==> src/rtl/serial_adder_ctrl.sv <==
// Bit-serial adder controller: one full-adder cell is time-shared across all
// bit positions, LSB first, one bit per clock, with the carry held in a flop.
//
// state   | meaning
// --------+-----------------------------------------------------------------
// IDLE    | waiting for in_start; operands captured on the accepting edge
// RUN     | one operand bit pair added per edge, sum shifted in at the MSB
// DONE    | result registers freshly loaded; out_done high for this cycle

module full_adder (
  input  logic a,
  input  logic b,
  input  logic cin,
  output logic s,
  output logic cout
);

  assign s    = a ^ b ^ cin;
  assign cout = (a & b) | (a & cin) | (b & cin);

endmodule

module serial_adder_ctrl #(
  parameter int WIDTH = 8
) (
  input  logic             clk,
  input  logic             reset,
  input  logic             in_start,
  input  logic [WIDTH-1:0] in_a,
  input  logic [WIDTH-1:0] in_b,
  input  logic             in_cin,
  output logic             out_busy,
  output logic             out_done,
  output logic [WIDTH-1:0] out_sum,
  output logic             out_cout
);

  // Counter only has to reach WIDTH-1, so ceil(log2(WIDTH)) bits suffice.
  localparam int CNT_W = (WIDTH > 1) ? $clog2(WIDTH) : 1;
  localparam logic [CNT_W-1:0] CNT_LOAD = CNT_W'(WIDTH - 1);

  typedef enum logic [1:0] {
    ST_IDLE = 2'd0,
    ST_RUN  = 2'd1,
    ST_DONE = 2'd2
  } state_t;

  state_t           state_q;
  state_t           state_d;
  logic [WIDTH-1:0] a_sr;
  logic [WIDTH-1:0] b_sr;
  logic [WIDTH-1:0] sum_sr;
  logic             carry_q;
  logic [CNT_W-1:0] cnt_q;
  logic             fa_s;
  logic             fa_c;
  logic             accept;
  logic             last_bit;

  generate
    if (WIDTH < 2 || WIDTH > 32) begin : g_bad_width
      $error("serial_adder_ctrl: WIDTH must be within 2..32");
    end
  endgenerate

  // The only adder cell in the block: current LSBs plus the running carry.
  full_adder u_fa (
    .a    (a_sr[0]),
    .b    (b_sr[0]),
    .cin  (carry_q),
    .s    (fa_s),
    .cout (fa_c)
  );

  // The counter runs down from WIDTH-1; zero marks the MSB pass.
  assign accept   = (state_q == ST_IDLE) && in_start;
  assign last_bit = (state_q == ST_RUN) && (cnt_q == '0);

  // State register.
  always_ff @(posedge clk or posedge reset) begin
    if (reset) begin
      state_q <= ST_IDLE;
    end else begin
      state_q <= state_d;
    end
  end

  // Next-state decode; start requests outside IDLE are dropped, not queued.
  always_comb begin
    state_d = state_q;
    case (state_q)
      ST_IDLE: if (in_start) state_d = ST_RUN;
      ST_RUN:  if (cnt_q == '0) state_d = ST_DONE;
      ST_DONE: state_d = ST_IDLE;
      default: state_d = ST_IDLE;
    endcase
  end

  // Operand shift registers, carry flop and bit counter.
  always_ff @(posedge clk or posedge reset) begin
    if (reset) begin
      a_sr    <= '0;
      b_sr    <= '0;
      carry_q <= 1'b0;
      cnt_q   <= '0;
    end else if (accept) begin
      a_sr    <= in_a;
      b_sr    <= in_b;
      carry_q <= in_cin;
      cnt_q   <= CNT_LOAD;
    end else if (state_q == ST_RUN) begin
      a_sr    <= {1'b0, a_sr[WIDTH-1:1]};
      b_sr    <= {1'b0, b_sr[WIDTH-1:1]};
      carry_q <= fa_c;
      cnt_q   <= cnt_q - CNT_W'(1);
    end
  end

  // Sum assembly: each new bit enters at the MSB so the LSB lands at bit 0.
  always_ff @(posedge clk or posedge reset) begin
    if (reset) begin
      sum_sr <= '0;
    end else if (state_q == ST_RUN) begin
      sum_sr <= {fa_s, sum_sr[WIDTH-1:1]};
    end
  end

  // Result registers change only on the final bit and hold otherwise.
  always_ff @(posedge clk or posedge reset) begin
    if (reset) begin
      out_sum  <= '0;
      out_cout <= 1'b0;
    end else if (last_bit) begin
      out_sum  <= {fa_s, sum_sr[WIDTH-1:1]};
      out_cout <= fa_c;
    end
  end

  // Status outputs are pure state decodes.
  always_comb begin
    out_busy = (state_q == ST_RUN) || (state_q == ST_DONE);
    out_done = (state_q == ST_DONE);
  end

endmodule

==> config.mk <==
export PLATFORM = sky130hd
export DESIGN_NAME = serial_adder_ctrl
export DESIGN_NICKNAME = d
export VERILOG_FILES = /design/src/rtl/serial_adder_ctrl.sv
export SDC_FILE = /design/constraint.sdc
export NUM_CORES = 1
export LEC_CHECK = 0
export ABC_AREA = 1
export BUFFER_PORTS_ARGS = -buffer_cell sky130_fd_sc_hd__buf_2
export CAP_MARGIN = 30
export CORE_MARGIN = 1.5
export CORE_UTILIZATION = 24
export CTS_CLUSTER_DIAMETER = 100
export CTS_CLUSTER_SIZE = 28
export DETAILED_ROUTE_END_ITERATION = 8
export GPL_TIMING_DRIVEN = 0
export PLACE_DENSITY = 0.39
export SLEW_MARGIN = 20
export SYNTH_ARGS = -nofsm -noshare
export SYNTH_HDL_FRONTEND = slang
export SYNTH_SLANG_ARGS = --single-unit
==> constraint.sdc <==
create_clock -name clk -period 2.8 [get_ports clk]
set_input_delay 0.56 -clock clk [delete_from_list [all_inputs] [get_ports clk]]
set_output_delay 0.56 -clock clk [all_outputs]
set_load 0.02 [all_outputs]
==> metrics.md <==
| Metric | Value |
|---|---|
| Port Buffer Count | 30 |
| YS warnings | 0 |
| Worst Path Buf+Inv | 2 |
| Number of DRC markers in iteration 0 | between 40 and 50 |
| Crit. End Element | primary output |
| Post-Synth Simple-Gate Area | about a quarter |
| Final Hold Vio Count | 0 |
| Slowest CP cell | dfrtp_1 |
| Drt wl/cell | approximately 12 um |
| Drt pass-1 iters | 4 |
| DR vias | roughly 1400 |
| Dpl ws | between 1000 and 1500 ps |
| Placed cell areas | around 2100 um2 |
| Post-DP HPWL | between 2000 and 3000 um |
| Post-synthesis mux area share | 0% |
| Synth async-reset ratio | 100.0% |
| Post-Syn Nets | 219 |
| Slew Viols, Final | 0 |
| Root Driver | clkbuf_8 |
| Routability Congestion | a little over 0.7 |
| Synthesis-stage register bit count | 38 |
| Outcome | complete, no violations |
| Mean area per synthesized cell | between 9 and 10 um2 |
| Setup bufs post-CTS | 0 |
| Flop-to-flop setup slack | 1400 ps |
| Sum Neg Setup Slack | 0 ps |
| Post-synth EDFFs | 0 |
| Tcrit/Tclk final | a little over three fifths |
| Primary FF master, synth | dfrtp_1 |
| Largest net degree at the start of global routing | 32 |
| Leakage power | between 1 and 1.5 nW |
| CTS tree | yes |
| Post-Synth Adder-Cell Area | under 10% |
| Initial Util | 24.59% |
| Max clock buf depth | 2 |
| Crit path time final | roughly 1800 ps |
| Cell row count | 31 |
| Worst EP required | around 2200 ps |
| Die width | 88.98 um |
| Share of the yosys chip area belonging to registers | 53.60% |
| Least-Margin Pin Slew | about 220 ps |
| Vias in the first global route | ~1500 |
| Max Cap Violations | 0 |
| Die Span Y | between 80 and 90 um |
| Compound-Gate Fraction of Synth Area | ~7.9% |
| CTS HTree Levels | 2 |
| Largest cells by area after synthesis | dfrtp_1 54%, nand3_1 14%, nand2_1 9.5% |
| Final core occ | slightly above 30% |
| Setup CP Type | flip-flop to primary output |
| Clock Skews | 6.076 ps |
| Post-route cell area | between 2000 and 2500 um2 |
| F_max | about 570 MHz |
| Synth Cell Area | between 1500 and 2000 um2 |
| Share of the synthesized area in the top cell type | a little over half |
| Cell family with most CP delay | flip-flops |
| Crit-path max FO | 3 |
| Post-route ant nets | 0 |
| Final setup vio count | 0 |
| DIE AREA | roughly 7900 um2 |
| Power Dens Cells | between 1000 and 1500 nW/um2 |
| Area leader, netlist | dfrtp_1 |
| Synth Area in XOR/XNOR | 0% |
| Count leader, synth | nand3_1 |
| Share of layout cells above drive strength 1 | between 20 and 30% |
| Slew headroom | between 80 and 90% |
| Final worst setup slack | 1047 ps |
| Core box area | 7214 um2 |
| Critical path arrival | ~1200 ps |
| Total track usage | ~11% |
| Cts repair resizes | 0 |
| Post-Route WL | 3933 um |
| CP Launch Type | flip-flop |
| Ant diodes | 0 |
| Num Clock Sinks | 38 |
| RSZ-0062 raised after global routing | false |
| DRC viols | 0 |
| HP Class | input port to asynchronous set/reset pin |
| Worst vdd ir | 0.2794 mV |
| Cts bufs inserted | 5 |
| Largest stage delay, worst path | 400 ps |
| Synth cell count leaders | 48 x nand3_1, 45 x nand2_1, 38 x dfrtp_1 |
| Yosys cell types | 19 |
| Skew-Pair Late Insertion Delay | around 290 ps |
| Clock transition at path regs | approximately 80 ps |
| Total gr overflow | 0 |
| First-pass GRT wire length | roughly 7000 um |
| Worst-path cell chain | inv_1 -> ha_1 -> buf_2 |
| Hold-fix buffers at CTS | 0 |
| Antenna violations before repair | 0 |
| Vias/cell | between 4 and 5 |
| Boundary Pins | 31 |
| Post-Synthesis Cells | 192 |
| Final nets | between 200 and 300 |
| Largest family of logic cells by synthesized area | simple AND/OR/NAND/NOR gates |
| Area Overhead vs Synth | 22.71% |
## final timing paths
kind | from | end | depth (start not counted)
min in group clk | in_a[7] | a_sr[7] | 3
setup / recovery | state_q[1] | out_busy | 3
setup reg to reg | state_q[1] | carry_q | 7
max in group asynchronous | reset | b_sr[2] | 3
hold reg to reg | cnt_q[0] | cnt_q[0] | 1
hold / removal | reset | a_sr[5] | 2
## cells by family after synthesis
kind of cell | Yosys count
AOI/OAI and AO/OA | 21
adders and majority gates | 7
buffers and inverters | 29
DFF | 38
and+or+nand+nor | 97
## layout by cell type, fill, tap and decap left out
master / netlist / layout
nand3_1: 48 / 48
nand2_1: 45 / 45
dfrtp_1: 38 / 38
buf_2: 6 / 36
inv_1: 16 / 15
o21ai_2: 9 / 9
o21ai_0: 8 / 8
ha_1: 6 / 6
clkbuf_8: 0 / 5
buf_4: 3 / 3
inv_2: 1 / 2
buf_6: 2 / 2
nand2_2: 2 / 2
a21oi_1: 2 / 2
clkinv_2: 0 / 2
nor2_1: 1 / 1
a31oi_1: 1 / 1
inv_4: 1 / 1
nand3_4: 1 / 1
o21ai_1: 1 / 1
fa_1: 1 / 1
bufinv_16: 0 / 1
buf_12: 0 / 1
## registers in the layout, summed over array words and instances, names as in the netlist
register and cells:
a_sr 8, b_sr 8, carry_q 1, cnt_q 3
out_cout 1, out_sum 8, state_q 2, sum_sr 7
## layout make-up
class / count / area (um2)
Fill cell: 823 / 5037
Sequential cell: 38 / 950.9
Multi-Input combinational cell: 125 / 678.2
Timing Repair Buffer: 31 / 170.2
Tap cell: 99 / 123.9
Buffer: 11 / 75.07
Inverter: 18 / 70.07
Clock buffer: 5 / 68.82
Clock inverter: 3 / 40.04
## metrics by stage
step	instances	hold WS, ps	power [mW]
5_1_grt	330	172.0	2.569
3_3_place_gp	321	455.0	1.911
3_5_place_dp	322	462.8	1.916
6_report	330	173.4	2.348
4_1_cts	330	172.2	2.386
2_1_floorplan	192	436.5	1.644
## where the power goes
| part | internal (mW) | switching (mW) | leakage (nW) |
|---|---|---|---|
| registers | 0.784 | 0.126 | 0.486 |
| logic | 0.356 | 0.614 | 0.553 |
| clock network | 0.263 | 0.206 | 0.0579 |
| total | 1.40 | 0.945 | 1.10 |
## layer usage
metal	GRT usage, %	vias to the layer above	wire (um)
met5	0	-	0
met4	3.357	0	34
met3	2.955	5	196
met2	18.18	31	1731
met1	14.80	648	1971
li1	-	705	-
Note: power is estimated with default switching activity, not from simulation.
